===== src/rtl/rr_arb_pkg.sv =====
// rtl/rr_arb_pkg.sv - shared constants and helper functions for the round-robin arbiter
// Purpose : default parameter values, a constant-evaluable clog2 and a one-hot to index encoder.
// Ports   : none (package).
package rr_arb_pkg;

   localparam int DEF_NUM_CH    = 4;
   localparam int DEF_DATA_W    = 8;
   localparam int DEF_MAX_BURST = 1;

   // Widest one-hot vector onehot_to_idx accepts; callers zero-extend into it.
   localparam int MAX_CH = 32;

   // Never returns less than 1 so derived widths stay legal for tiny values.
   function automatic int clog2_f(input int n);
      int r;
      r = 1;
      for (int i = 1; i < 31; i++) begin
         if ((1 << i) < n) r = i + 1;
      end
      return r;
   endfunction

   // OR of the set bit positions; exact for a one-hot or all-zero input.
   function automatic int onehot_to_idx(input logic [MAX_CH-1:0] oh);
      int idx;
      idx = 0;
      for (int i = 0; i < MAX_CH; i++) begin
         if (oh[i]) idx = idx | i;
      end
      return idx;
   endfunction

endpackage


===== src/rtl/rr_arbiter_pipe_param_if.sv =====
// rtl/rr_arbiter_pipe_param_if.sv - channel-side and consumer-side handshake bundle
// Purpose : groups the per-channel request bus and the single output stream.
// Ports   : in_data/in_valid/ch_enable/out_ready driven by the environment (master),
//           in_ready/out_data/out_ch/out_valid driven by the arbiter (slave).
interface rr_arbiter_pipe_param_if
   import rr_arb_pkg::*;
#(
   parameter int NUM_CH = DEF_NUM_CH,
   parameter int DATA_W = DEF_DATA_W,
   localparam int CH_W  = clog2_f(NUM_CH)
);
   logic [NUM_CH*DATA_W-1:0] in_data;
   logic [NUM_CH-1:0]        in_valid;
   logic [NUM_CH-1:0]        in_ready;
   logic [NUM_CH-1:0]        ch_enable;
   logic [DATA_W-1:0]        out_data;
   logic [CH_W-1:0]          out_ch;
   logic                     out_valid;
   logic                     out_ready;

   modport master (
      output in_data, in_valid, ch_enable, out_ready,
      input  in_ready, out_data, out_ch, out_valid
   );

   modport slave (
      input  in_data, in_valid, ch_enable, out_ready,
      output in_ready, out_data, out_ch, out_valid
   );
endinterface


===== src/rtl/rr_pick.sv =====
// rtl/rr_pick.sv - combinational rotating priority encoder
// Purpose : grants the first requester found searching upward from ptr+1 with wrap.
// Ports   : req_i request vector, ptr_i last-served index,
//           gnt_o one-hot grant (zero when no request), gnt_idx_o grant index.
module rr_pick
   import rr_arb_pkg::*;
#(
   parameter int NUM_CH = DEF_NUM_CH,
   localparam int CH_W  = clog2_f(NUM_CH)
) (
   input  logic [NUM_CH-1:0] req_i,
   input  logic [CH_W-1:0]   ptr_i,
   output logic [NUM_CH-1:0] gnt_o,
   output logic [CH_W-1:0]   gnt_idx_o
);

   logic [CH_W:0]          shamt;
   logic [2*NUM_CH-1:0]    dbl;
   logic [NUM_CH-1:0]      rot;
   logic [NUM_CH-1:0]      first;
   logic [2*NUM_CH-1:0]    back;

   // Rotate so bit 0 is channel ptr+1, isolate the lowest set bit, rotate back.
   // The doubled vector makes the wrap-around free of modulo arithmetic.
   assign shamt = {1'b0, ptr_i} + (CH_W+1)'(1);
   assign dbl   = {req_i, req_i} >> shamt;
   assign rot   = dbl[NUM_CH-1:0];
   assign first = rot & (~rot + NUM_CH'(1));
   assign back  = {{NUM_CH{1'b0}}, first} << shamt;

   assign gnt_o     = back[NUM_CH-1:0] | back[2*NUM_CH-1:NUM_CH];
   assign gnt_idx_o = CH_W'(onehot_to_idx(MAX_CH'(gnt_o)));

endmodule


===== src/rtl/rr_arbiter_pipe_param.sv =====
// rtl/rr_arbiter_pipe_param.sv - round-robin arbiter/mux with burst hold and one output register
// Purpose : selects one eligible channel per cycle (holding the owner for up to MAX_BURST
//           beats), registers its data and index, and honours downstream backpressure.
// Ports   : clk rising-edge clock, rst asynchronous active-low reset,
//           bus slave view of rr_arbiter_pipe_param_if.
module rr_arbiter_pipe_param
   import rr_arb_pkg::*;
#(
   parameter int NUM_CH    = DEF_NUM_CH,
   parameter int DATA_W    = DEF_DATA_W,
   parameter int MAX_BURST = DEF_MAX_BURST,
   localparam int CH_W     = clog2_f(NUM_CH)
) (
   input logic                     clk,
   input logic                     rst,
   rr_arbiter_pipe_param_if.slave  bus
);

   localparam int BW = clog2_f(MAX_BURST + 1);

   logic [DATA_W-1:0] out_data_q;
   logic [CH_W-1:0]   out_ch_q;
   logic              out_valid_q;
   logic [CH_W-1:0]   ptr_q;
   logic [CH_W-1:0]   owner_q;
   logic [BW-1:0]     burst_cnt_q;

   logic              load_en;
   logic              hold;
   logic              xfer;
   logic [NUM_CH-1:0] eligible;
   logic [NUM_CH-1:0] pick_gnt;
   logic [CH_W-1:0]   pick_idx;
   logic [NUM_CH-1:0] gnt;
   logic [CH_W-1:0]   gnt_idx;

   rr_pick #(.NUM_CH(NUM_CH)) u_pick (
      .req_i     (eligible),
      .ptr_i     (ptr_q),
      .gnt_o     (pick_gnt),
      .gnt_idx_o (pick_idx)
   );

   assign load_en  = !out_valid_q || bus.out_ready;
   assign eligible = bus.in_valid & bus.ch_enable;

   // burst_cnt_q == 0 marks "no live burst" (after reset or an idle load), forcing rotation.
   assign hold = (burst_cnt_q != '0) && (burst_cnt_q < BW'(MAX_BURST)) && eligible[owner_q];

   assign gnt     = hold ? (NUM_CH'(1) << owner_q) : pick_gnt;
   assign gnt_idx = hold ? owner_q : pick_idx;
   assign xfer    = load_en && (gnt != '0);

   // Gated by rst so the accept drops the instant reset asserts, not at the next edge.
   assign bus.in_ready  = (rst && load_en) ? gnt : '0;
   assign bus.out_data  = out_data_q;
   assign bus.out_ch    = out_ch_q;
   assign bus.out_valid = out_valid_q;

   always_ff @(posedge clk or negedge rst) begin
      if (!rst) begin
         out_data_q  <= '0;
         out_ch_q    <= '0;
         out_valid_q <= 1'b0;
         ptr_q       <= CH_W'(NUM_CH - 1);
         owner_q     <= '0;
         burst_cnt_q <= '0;
      end else if (load_en) begin
         if (xfer) begin
            out_data_q  <= bus.in_data[gnt_idx*DATA_W +: DATA_W];
            out_ch_q    <= gnt_idx;
            out_valid_q <= 1'b1;
            ptr_q       <= gnt_idx;
            owner_q     <= gnt_idx;
            burst_cnt_q <= hold ? burst_cnt_q + BW'(1) : BW'(1);
         end else begin
            out_valid_q <= 1'b0;
            burst_cnt_q <= '0;
         end
      end
   end

endmodule


===== src/flat_wrapper.sv =====
// flat-port wrapper written by rule: the top's interface ports become plain ports
module rr_arbiter_pipe_param_flat import rr_arb_pkg::*;
#(
   parameter int NUM_CH    = DEF_NUM_CH,
   parameter int DATA_W    = DEF_DATA_W,
   parameter int MAX_BURST = DEF_MAX_BURST,
   localparam int CH_W     = clog2_f(NUM_CH)
)
  (clk, rst, bus_in_data, bus_in_valid, bus_ch_enable, bus_out_ready, bus_in_ready, bus_out_data, bus_out_ch, bus_out_valid);
  rr_arbiter_pipe_param_if #(.NUM_CH(NUM_CH), .DATA_W(DATA_W)) bus_i ();
  input logic clk;
  input logic rst;
  input wire logic [$bits(bus_i.in_data)-1:0] bus_in_data;
  input wire logic [$bits(bus_i.in_valid)-1:0] bus_in_valid;
  input wire logic [$bits(bus_i.ch_enable)-1:0] bus_ch_enable;
  input wire logic [$bits(bus_i.out_ready)-1:0] bus_out_ready;
  output wire logic [$bits(bus_i.in_ready)-1:0] bus_in_ready;
  output wire logic [$bits(bus_i.out_data)-1:0] bus_out_data;
  output wire logic [$bits(bus_i.out_ch)-1:0] bus_out_ch;
  output wire logic [$bits(bus_i.out_valid)-1:0] bus_out_valid;
  assign bus_i.in_data = bus_in_data;
  assign bus_i.in_valid = bus_in_valid;
  assign bus_i.ch_enable = bus_ch_enable;
  assign bus_i.out_ready = bus_out_ready;
  assign bus_in_ready = bus_i.in_ready;
  assign bus_out_data = bus_i.out_data;
  assign bus_out_ch = bus_i.out_ch;
  assign bus_out_valid = bus_i.out_valid;
  rr_arbiter_pipe_param #(.NUM_CH(NUM_CH), .DATA_W(DATA_W), .MAX_BURST(MAX_BURST)) u_core (.clk(clk), .rst(rst), .bus(bus_i));
endmodule

===== config.mk =====
export PLATFORM = sky130hd
export DESIGN_NAME = rr_arbiter_pipe_param_flat
export DESIGN_NICKNAME = d
export VERILOG_FILES = /design/src/rtl/rr_arb_pkg.sv /design/src/rtl/rr_arbiter_pipe_param_if.sv /design/src/rtl/rr_pick.sv /design/src/rtl/rr_arbiter_pipe_param.sv /design/src/flat_wrapper.sv
export SDC_FILE = /design/constraint.sdc
export NUM_CORES = 1
export LEC_CHECK = 0
export CAP_MARGIN = 25
export CORE_UTILIZATION = 25
export CTS_CLUSTER_DIAMETER = 30
export DETAILED_ROUTE_END_ITERATION = 10
export SYNTH_ARGS = -nofsm -noshare
export SYNTH_HDL_FRONTEND = slang
export SYNTH_HIERARCHICAL = 1
export SYNTH_SLANG_ARGS = --single-unit

===== constraint.sdc =====
create_clock -name clk -period 4.2 [get_ports clk]
set_clock_uncertainty 0.2 [all_clocks]
set_input_delay 0.84 -clock clk [delete_from_list [all_inputs] [get_ports clk]]
set_output_delay 0.84 -clock clk [all_outputs]
set_load 0.01 [all_outputs]

Yosys cells after proc, flatten, opt, wreduce, memory -nomap -nowiden:

Index checks and enable logic that the tools add are counted.
Widths: inputs -> output; s select.

* bits in registers: 14

* $add $sub $neg: 3
* $lt $le $gt $ge: 2
* shift-type cells: 4
* multiplexer cells: 11
* bitwise logic cells: 4
* reduce and logical (&&, ||, !) cells: 8

Operators by type and width (count)
* $shiftx 32x6->8: 1
* $and 4x4->4: 2
* $mux 4: 2
* $shl 4x3->8: 1
* $shr 8x3->4: 1
* $mux 2: 3
* $mux 1: 5
* $add 4x1->4 const B: 1
* $logic_and 1x1->1: 4
* $not 4->4: 1
* $or 4x4->4: 1
* $reduce_bool 4->1: 1
* $shl 1x2->4 const A: 1
* $add 2x1->3 const B: 1
* $lt 2x3->1 const B: 1
* $bmux 1 s2: 1
* $reduce_and 2->1: 1
* $add 1x1->1 const B: 1
* $logic_not 1->1: 1
* $logic_or 1x1->1: 1
* $lt 1x1->1 const B: 1

Depth between registers and ports, before layout:

Gate-level depths: netlist of run 1.

* depth in word-level cells: 12
* depth in mapped cells: 9
* gate-level depth less buffers: 8

Hierarchy:

The synthesis of run 1 kept the hierarchy.

Modules (own cells, without submodules)
* rr_arbiter_pipe_param: times used 1, cells an instance 49, area an instance 787.0 um^2
* rr_pick: times used 1, cells an instance 34, area an instance 252.7 um^2

Worst setup path after synthesis of run 1:

Ideal clock, no wire load.

* path kind: input -> output
* from: in bus_in_valid[2]
* to: out bus_in_ready[1]
* arrival time: 2.310 ns
* data required time: 3.160 ns
* setup slack: 0.850 ns
* stages on the path: 6
* path buffers: 0
* path through: and2_1 -> or3b_4 -> a2111oi_4 -> a31oi_1 -> o22ai_1 -> and3_1

* word-level cells in the longest chain between the ends: 9
* elaborated cells between the ends (all ways): 12
* those cells by class: add/sub: 1; shift: 2; mux: 4; bitwise: 4; reduce/logical: 1

Ends and longest elaborated chain
* start: declaration: line flat_wrapper.sv:14 `input wire logic [$bits(bus_i.in_valid)-1:0] bus_in_valid;`
* $and 4x4->4 *: line rr_arbiter_pipe_param.sv:45 `assign eligible = bus.in_valid & bus.ch_enable;`
* $shr 8x3->4: line rr_pick.sv:26 `assign dbl = {req_i, req_i} >> shamt;`
* $not 4->4: line rr_pick.sv:28 `assign first = rot & (~rot + NUM_CH'(1));`
* $add 4x1->4: line rr_pick.sv:28
* $and 4x4->4: line rr_pick.sv:28
* $shl 4x3->8: line rr_pick.sv:29 `assign back = {{NUM_CH{1'b0}}, first} << shamt;`
* $or 4x4->4: line rr_pick.sv:31 `assign gnt_o = back[NUM_CH-1:0] | back[2*NUM_CH-1:NUM_CH];`
* $mux 4 *: line rr_arbiter_pipe_param.sv:50 `assign gnt = hold ? (NUM_CH'(1) << owner_q) : pick_gnt;`
* net u_core.gnt[1]: line rr_arbiter_pipe_param.sv:34 `logic [NUM_CH-1:0] gnt;`
* $mux 4 *: line rr_arbiter_pipe_param.sv:55 `assign bus.in_ready = (rst && load_en) ? gnt : '0;`
* end: declaration: line flat_wrapper.sv:17 `output wire logic [$bits(bus_i.in_ready)-1:0] bus_in_ready;`

The timed path passes the listed nets; every way through them passes the cells marked *. The select of a mux whose other input is x is not followed.

Worst setup path after layout of run 1:

* from: in bus_in_valid[2]
* to: out bus_in_ready[1]

* word-level cells in the longest chain between the ends: 9
* elaborated cells between the ends (all ways): 12
* those cells by class: add/sub: 1; shift: 2; mux: 4; bitwise: 4; reduce/logical: 1

Ends and longest elaborated chain
* $and 4x4->4 *: line rr_arbiter_pipe_param.sv:45
* net u_core.eligible[2]: line rr_arbiter_pipe_param.sv:31 `logic [NUM_CH-1:0] eligible;`
* $shr 8x3->4: line rr_pick.sv:26
* $not 4->4: line rr_pick.sv:28
* $add 4x1->4: line rr_pick.sv:28
* $and 4x4->4: line rr_pick.sv:28
* $shl 4x3->8: line rr_pick.sv:29
* $or 4x4->4: line rr_pick.sv:31
* $mux 4 *: line rr_arbiter_pipe_param.sv:50
* net u_core.gnt[1]: line rr_arbiter_pipe_param.sv:34
* $mux 4 *: line rr_arbiter_pipe_param.sv:55

Marks and branches as above.

==> metrics.md, run 1 <==
| Metric | Value |
|---|---|
| Nets | 198 |
| Post-Synthesis Cell Area | slightly above 0.001 sq mm |
| Reg area | about 330 sq um |
| Clock sinks | 13 |
| Final hold vios | 0 |
| H-tree Lvls | 1 |
| Status | finished, final reports clean |
| Critical Path AT | around 3.0 ns |
| Seq pwr share | between 10% and 20% |
| Gr usage total | 13.37% |
| Core area | roughly 0.004 sq mm |
| Clock share of power | between 7 and 8% |
| Post-synth top area share | 26.47% |
| Layout cells sized above 1 | 28.76% |
| Via count | around 1000 |
| Clock Tree Buf Depth | 2 |
| Average size of a mapped cell | 12.53 sq um |
| Fin. max-slew vios | 0 |
| Ys flop type | dfrtp_1 |
| Leak pwr | a little under 0.8 nW |
| Final wirelength | 2892 um |
| Leading area contributor after synthesis | dfrtp_1 |
| Mean routed wirelength per cell | about 14 um |
| Final Wtd Congestion | 0.7924 |
| DRT iter0 DRCs | 26 |
| Top post-synthesis cells by area | dfrtp_1 26%, mux4_2 17%, mux2_4 14% |
| Number of diodes | 0 |
| Largest net degree at the start of global routing | 14 |
| Net count after synthesis | 127 |
| Relative slew slack | roughly three quarters |
| Fmax | around 250 MHz |
| Syn Inst Count | 83 |
| Crit path time final | around 4.0 ns |
| # hold bufs at CTS | 0 |
| Full die area | about 0.0044 sq mm |
| Die Y-Extent | around 66 um |
| Cell Int Power | about 0.9 mW |
| Synth cell types | 30 |
| Root buffer cell | clkbuf_8 |
| Worst Path Required | 3.16 ns |
| Sequential area share after synthesis | between 30% and 40% |
| Fin cells | roughly 200 |
| First-pass iteration count of the detailed router | 6 |
| Crit-path slowest cell | or3b_4 |
| Max-cap viol count | 0 |
| Ys async rst share | 100.0% |
| CTS tree | built |
| Cell Area, Placed | 0.001705 sq mm |
| Flops & latches, synth | 13 |
| Num CTS Buffers | 3 |
| Critical Path End Type | primary output |
| Top-count cell post-synth | dfrtp_1 |
| Starting Density | about 26% |
| IO Count | between 50 and 60 |
| Inst Count DP | between 150 and 200 |
| Vias/cell | around 4.8 |
| Area of the multi-input gates | a little under 700 sq um |
| DR DRC count | 0 |
| Initial antenna violation count | 0 |
| CP Cell Sequence | clkdlybuf4s50_1 > and2_1 > or3b_4 > a2111oi_4 > a31oi_1 > o22ai_1 > and3_1 > dlygate4sd2_1 |
| Worst-margin pin slew | between 0.3 and 0.4 ns |
| Final setup fails | 0 |
| Crit start category | input port |
| Switching share of power | 37.06% |
| Post-synth EDFFs | 0 |
| Worst skew pair latency | around 0.24 ns |
| Synthesis-to-finish area growth | 73.65% |
| Site Rows | 23 |
| Vias in the first global route | 934 |
| Net load switching power | between 0.5 and 0.6 mW |
| RSZ-0062 raised after global routing | no |
| Critical path class | in2out |
| Pwr/cell area | approximately 800 mW/mm^2 |
| Crit-path max FO | 2 |
| Max VDD drop | 0.0006321 V |
| Logic pwr share | between 70% and 80% |
| Grt total ovfl | 0 |
| R2r setup slk | between 1 and 1.5 ns |
| YS warnings | 6 |
| Final ANT Viol Nets | 0 |
| Port Buf Inserts | 57 |
| FILL cells | 354 |
| Die W | 66.49 um |
| Min-delay worst type | reg2reg |
| Crit share post-route | 94.90% |
| Final std cell area, no fill | approximately 0.0018 sq mm |
| Clk slew on worst S/H paths | approximately 0.05 ns |
| Max incr delay on CP | 0.42 ns |
| Commonest cells post-synth | 11 x dfrtp_1, 10 x mux2_4, 8 x mux4_2, 5 x and2_1, 5 x nand2_1 |
| Global-route wire length before repair | 4402 um |
state kept, by name, indices dropped and copies added (netlist names):
register and count:
u_core/bus.out_ch 2, u_core/bus.out_valid 1, u_core/bus.out_data 8, u_core/ptr_q 2
placed cells by master, fill, tap and decap left out, types with 3 or more instances in the layout:
| cell type | n |
|---|---|
| clkdlybuf4s50_1 | 53 |
| buf_4 | 12 |
| dfrtp_1 | 11 |
| mux2_4 | 10 |
| mux4_2 | 8 |
| nand2_1 | 5 |
| and2_1 | 5 |
| inv_1 | 4 |
| and3_1 | 4 |
| clkbuf_8 | 3 |
| a221oi_1 | 3 |
| a22oi_1 | 3 |
| o22ai_1 | 3 |
metrics by stage:
stage	worst slack (ns)	total power, mW	util (%)	setup TNS [ns]	hold WS [ns]
finish	0.2142	1.437	45.14	0	0.3036
global route	0.09417	1.533	45.14	0	0.3211
CTS	0.0006388	1.407	44.07	0	0.3085
detailed placement	-0.04957	1.269	42.63	-0.09538	0.2967
global placement	-0.05363	1.244	42.63	-0.07486	0.2934
floorplan	0.8501	0.9773	-	0	0.3444
logic make-up after synthesis:
group | count (synthesis) | share of synthesized area (%)
compound gates | 17 | 14.44
fa+ha+maj | 1 | 1.203
buf+inv | 7 | 4.090
flops | 13 | 31.53
mux | 20 | 33.93
simple gates | 25 | 14.80
final timing paths:
kind                                     endpoint  cells after the start              startpoint
min in group asynchronous  u_core/bus.out_data[7]                      2                     rst
max in group asynchronous         u_core/ptr_q[1]                      2                     rst
max                               bus_in_ready[1]                      8         bus_in_valid[2]
min                        u_core/bus.out_data[1]                      1  u_core/bus.out_data[1]
min reg2reg                u_core/bus.out_data[1]                      1  u_core/bus.out_data[1]
max reg2reg                u_core/bus.out_data[0]                      7         u_core/ptr_q[0]
area by class of cell:
class                           instances  share of cell area (%)
Clock buffer                            4                   2.495
Inverter                                4                  0.8316
Multi-Input combinational cell         63                   38.32
Sequential cell                        13                   18.16
Tap cell                               50                   3.465
Timing Repair Buffer                   69                   36.73
metal layers:
metal / vias up / wire [um] / part of all wire (%) / GRT usage, %
met5: - / 0 / 0 / 0
met4: 0 / 19 / 0.66 / 3.191
li1: 466 / - / - / -
met1: 480 / 1257 / 43 / 17.82
met3: 2 / 93 / 3.2 / 2.568
met2: 27 / 1522 / 53 / 22.19
critical path, delay by kind of cell:
family,cells,cell delay [ns]
compound gates,3,0.68
buf+inv,2,0.65
simple gates,3,0.78
timing repair:
item / 4_1_cts / 5_1_grt
gates resized for setup: 2 / 5
endpoints found under the setup margin: 3 / 2
setup buffers: 2 / 2
pin swaps: 3 / 3
cloned: 0 / 0
power by group through the flow:
stage | Combinational, mW | Clock (mW) | Sequential, mW
floorplan | 0.708 | 0 | 0.269
global placement | 0.993 | 0 | 0.251
detailed placement | 1.02 | 0 | 0.253
CTS | 1.04 | 0.116 | 0.251
global route | 1.15 | 0.124 | 0.259
finish | 1.07 | 0.113 | 0.250
Power figures use the tool's default switching activity.
==> run 2, diff against run 1 <==
RECOVER_POWER = 50   (was not set)
SKIP_LAST_GASP = 1   (was not set)
==> run 2 against run 1 <==
  * Critical path depth stayed put
  * Highest routed layer unchanged
  * Core utilization decreased by 0.094 points
  * Register-to-register slack about the same
  * Die area unchanged
==> metrics.md, run 2 (synthesis results as in run 1) <==
| Metric | Value |
|---|---|
| Status | finished, final reports clean |
| Nets | approximately 200 |
| Final setup fails | 0 |
| RSZ-0062 raised after global routing | no |
| Worst Path Required | approximately 3.2 ns |
| Final hold vios | 0 |
| Clock Tree Buf Depth | 2 |
| Critical Path End Type | primary output |
| Commonest non-fill, non-tap cell in the layout | clkdlybuf4s50_1 |
| Worst path buffer plus inverter count | 2 |
| Die Y-Extent | about 66 um |
| Fmax | 250.5 MHz |
| Grt total ovfl | 0 |
| Fin cells | 203 |
| Largest net degree at the start of global routing | 14 |
| Crit-path max FO | 2 |
| Num CTS Buffers | 3 |
| IO Count | a little under 60 |
| Final ANT Viol Nets | 0 |
| Crit start category | input port |
| Setup TNS | 0 ns |
| Total power | 1.421 mW |
| CP Cell Sequence | clkdlybuf4s50_1 > and2_1 > or3b_4 > a2111oi_4 > a31oi_1 > o22ai_1 > and3_1 > dlygate4sd2_1 |
| Die W | 66.49 um |
| Starting Density | 25.99% |
| Worst-margin pin slew | around 0.69 ns |
| Min-delay worst type | reg2reg |
| Global-route wire length before repair | roughly 4400 um |
| Critical Path AT | 2.95 ns |
| Root buffer cell | clkbuf_8 |
| DRT iter0 DRCs | 26 |
| Max-cap viol count | 0 |
| Clk slew on worst S/H paths | approximately 0.050 ns |
| Family with the most delay on the worst path | simple AND/OR/NAND/NOR gates |
| Inst Count DP | roughly 200 |
| Vias in the first global route | 934 |
| Crit share post-route | 95.04% |
| Final Wtd Congestion | 0.7924 |
| First-pass iteration count of the detailed router | 6 |
| Commonest non-fill, non-tap cells in the layout | 45 x clkdlybuf4s50_1, 11 x dfrtp_1, 11 x buf_4 |
| Pwr/cell area | roughly 790 mW/mm^2 |
| Leak pwr | roughly 0.77 nW |
| CTS tree | built |
| Fin. max-slew vios | 0 |
| Worst skew pair latency | approximately 0.24 ns |
| Crit-path slowest cell | or3b_4 |
| Port Buf Inserts | between 50 and 60 |
| Clock sinks | 13 |
| DR DRC count | 0 |
| Final wirelength | approximately 2900 um |
| Mean routed wirelength per cell | between 10 and 15 um |
| Critical path class | in2out |
| Site Rows | 23 |
| Flip-flop count of the largest register after layout | 8 |
| H-tree Lvls | 1 |
| Via count | slightly below 1000 |
| Gr usage total | a little over an eighth |
| Synthesis-to-finish area growth | 73.29% |
| Crit path time final | 3.992 ns |
| Core area | 0.004000 sq mm |
| Full die area | 0.004421 sq mm |
| Max VDD drop | around 0.00063 V |
| Max incr delay on CP | about 0.42 ns |
| Initial antenna violation count | 0 |
| Relative slew slack | a little over half |
| Number of diodes | 0 |
| Vias/cell | between 4 and 5 |
| Layout cells sized above 1 | 28.10% |
## run 2: timing repair
item,in CTS,in global routing
pin swaps,3,3
setup buffers,2,2
endpoints found under the setup margin,3,2
resized for setup,2,5
hold buffers,0,0
## run 2: layout make-up
type / instances / area (sq um)
fillers: 354 / 2198
multi-input cells: 63 / 691.9
repair buffers: 69 / 659.4
flip-flops and latches: 13 / 327.8
well taps: 50 / 62.56
clock buffers: 4 / 45.04
inverters: 4 / 15.01
## run 2: layer usage
metal  part of all wire, %  up-vias  track usage, %
met5                     0        -               0
met4                  0.66        0           3.191
met3                   3.5        2           2.568
met2                    53       30           22.19
met1                    43      471           17.82
li1                      -      466               -
## run 2: path summary, 6_finish.rpt
| check | to | from | depth (start not counted) | slack [ns] |
|---|---|---|---|---|
| setup / recovery | bus_in_ready[1] | bus_in_valid[2] | 8 | 0.21 |
| hold / removal | u_core/bus.out_data[1] | u_core/bus.out_data[1] | 1 | 0.30 |
| setup reg to reg | u_core/bus.out_data[0] | u_core/ptr_q[0] | 7 | 1.19 |
| hold reg to reg | u_core/bus.out_data[1] | u_core/bus.out_data[1] | 1 | 0.30 |
| max in group asynchronous | u_core/bus.out_data[3] | rst | 2 | 2.27 |
| min in group asynchronous | u_core/bus.out_data[7] | rst | 2 | 1.09 |
## run 2: report_power, final
part / internal [mW] / total [mW] / switching (mW)
clock network: 0.0671 / 0.113 / 0.0454
registers: 0.205 / 0.249 / 0.0443
logic: 0.620 / 1.06 / 0.440
## run 2: metrics by stage
stage	util [%]	worst slack (ns)	area, sq um	hold WS [ns]
final	45.04	0.2082	1802	0.3013
after global routing	45.04	0.09415	1802	0.3152
after CTS	44.07	0.0006388	1763	0.3085
after detailed placement	42.63	-0.04957	1705	0.2967
after global placement	42.63	-0.05363	1705	0.2934
after floorplan	-	0.8501	1040	0.3444
==> run 3, diff against run 2 <==
--- a/constraint.sdc
+++ b/constraint.sdc
@@ -4,2 +4,2 @@
 set_output_delay 0.84 -clock clk [all_outputs]
-set_load 0.01 [all_outputs]
+set_load 0.05 [all_outputs]
==> run 3 against run 2 <==
  * Hold slack gained 0.0037 ns
  * Power is 11% higher
  * Final area fell by 2.5%
  * Clock-buffer cell count unchanged
  * Sequential power about the same
  * First-iteration DRC count down 42%
  * Register-to-register slack barely moved
  * Non-clock buffer count decreased by 8
  * Wire length fell by 1.1%
  * Combinational power up 15%
  * Setup slack worse by 0.064 ns
  * Via count is 3.8% lower
  * Highest routed layer unchanged
==> metrics.md, run 3 (synthesis results as in run 1) <==
| Metric | Value |
|---|---|
| Final setup fails | 0 |
| Clock Tree Buf Depth | 2 |
| Gr usage total | about 13% |
| # resized after CTS | 0 |
| Grt total ovfl | 0 |
| CTS tree | built |
| Crit share post-route | 96.57% |
| Largest net degree at the start of global routing | 14 |
| IO Count | 58 |
| Leak pwr | 0.7048 nW |
| Logic pwr share | around 77% |
| RSZ-0062 raised after global routing | no |
| Via count | about 930 |
| Hold path cells | 1 |
| First-pass iteration count of the detailed router | 6 |
| Max VDD drop | roughly 0.00037 V |
| Pwr/cell area | around 900 mW/mm^2 |
| Status | finished, final reports clean |
| Cell Area, Placed | between 0.0015 and 0.002 sq mm |
| Seq pwr share | 15.9% |
| Final hold vios | 0 |
| Clk slew on worst S/H paths | around 0.05 ns |
| Starting Density | around 26% |
| Synthesis-to-finish area growth | 68.95% |
| Hold Startpoint | u_core/bus.out_ch[1] |
| Setup bufs post-CTS | 0 |
| Crit-path max FO | 7 |
| Nets | 190 |
| HPWL after DPL | 2271 um |
| Die Y-Extent | ~66 um |
| Die W | about 66 um |
| CP Cell Sequence | clkdlybuf4s50_1 > and2_1 > or3b_4 > a2111oi_4 > a31oi_1 > o22ai_1 > and3_1 > buf_12 |
| Flip-flop count of the largest register after layout | 8 |
| Final Wtd Congestion | between 0.8 and 0.9 |
| Hold EP | u_core/bus.out_ch[1] |
| Final WS setup | 0.1439 ns |
| Fin. max-slew vios | 0 |
| Worst R2R Path Depth | 7 |
| Core area | between 0.004 and 0.005 sq mm |
| Min-delay worst type | reg2reg |
| Final wirelength | 2856 um |
| RR Startpoint | u_core/ptr_q[0] |
| Crit start category | input port |
| Global-route wire length before repair | between 4000 and 5000 um |
| Grt met1 use | 18.13% |
| Max incr delay on CP | between 0.4 and 0.5 ns |
| Cell Int Power | about 0.87 mW |
| Relative slew slack | 52.89% |
| Port Buf Inserts | between 50 and 60 |
| Switching share of power | 44.90% |
| Setup TNS | 0 ns |
| # hold bufs at CTS | 0 |
| DR DRC count | 0 |
| Number of diodes | 0 |
| R2r setup slk | 1.20 ns |
| Worst R2R End | u_core/bus.out_data[1] |
| Max-cap viol count | 0 |
| Crit-path slowest cell | or3b_4 |
| Critical Path End Type | primary output |
| Clock share of power | 7.1% |
| Crit path time final | 4.056 ns |
| Mean routed wirelength per cell | 14.65 um |
| Met3 Use GR | under 10% |
| Final std cell area, no fill | around 0.0018 sq mm |
| Critical path class | in2out |
| Site Rows | 23 |
| Vias/cell | ~4.8 |
| Layout cells sized above 1 | 26.21% |
| Dpl ws | 0.1803 ns |
| Commonest non-fill, non-tap cell in the layout | clkdlybuf4s50_1 |
| Critical Path AT | about 3.0 ns |
| Total power | 1.583 mW |
| Fmax | roughly 250 MHz |
| DRT iter0 DRCs | 15 |
| Clock sinks | 13 |
| Final ANT Viol Nets | 0 |
| Commonest non-fill, non-tap cells in the layout | 45 x clkdlybuf4s50_1, 11 x dfrtp_1, 10 x mux2_4 |
| Core Util, Final | approximately 44% |
| Vias in the first global route | ~910 |
| Num CTS Buffers | 3 |
| Worst skew pair latency | 0.24 ns |
| Full die area | 0.004421 sq mm |
| Initial antenna violation count | 0 |
| Worst-margin pin slew | roughly 0.7 ns |
| Net load switching power | a little over 0.7 mW |
| Root buffer cell | clkbuf_8 |
| H-tree Lvls | 1 |
| Worst Path Required | roughly 3.2 ns |
| GRT met2 Usage | between 20% and 30% |
| GRT busiest layer | met2 |
[run 3: cell types whose count changed in the layout (fill, tap and decap cells not counted), sizes merged]
| cell | previous run | this run |
|---|---|---|
| buf | 11 | 7 |
| dlygate4sd2 | 2 | 0 |
| dlymetal6s2s | 2 | 0 |
[run 3: layer usage]
layer	wire length, um	vias to the layer above	part of all wire (%)
met5	0	-	0
met2	1464	30	51
li1	-	448	-
met4	27	0	0.95
met3	105	4	3.7
met1	1258	450	44
[run 3: power groups by stage]
stage	Combinational [mW]	Clock [mW]	Sequential (mW)
3_5_place_dp	1.23	0	0.255
6_report	1.22	0.112	0.252
3_3_place_gp	1.21	0	0.252
2_1_floorplan	0.741	0	0.428
5_1_grt	1.31	0.124	0.263
4_1_cts	1.24	0.118	0.255
[run 3: worst max-delay path: cells and delay by family]
kind | cells | cell delay [ns]
buffers and inverters | 2 | 0.54
AND/OR/NAND/NOR | 3 | 0.94
AO/OA/AOI/OAI | 3 | 0.70
[run 3: area by class of cell]
cell class,instances,area (sq um)
flip-flops and latches,13,327.8
inverters,4,15.01
fillers,380,2243
repair buffers,61,636.9
clock buffers,4,45.04
well taps,50,62.56
multi-input cells,63,669.4
[run 3: worst max-delay path by stage]
stage	from	endpoint	slack (ns)
final	bus_in_valid[2]	bus_in_ready[1]	0.14
after global routing	bus_in_valid[3]	bus_in_ready[0]	0.05
after CTS	bus_in_valid[2]	bus_in_ready[1]	0.16
after detailed placement	bus_in_valid[2]	bus_in_ready[1]	0.18
after global placement	bus_in_valid[2]	bus_in_ready[1]	0.21
after floorplan	bus_in_valid[2]	bus_in_ready[1]	0.58
[run 3: metrics by stage]
stage,hold slack [ns],std cells
after floorplan,0.3444,83
after global placement,0.2934,191
after detailed placement,0.2953,191
after CTS,0.3164,195
after global routing,0.3294,195
final,0.3050,195
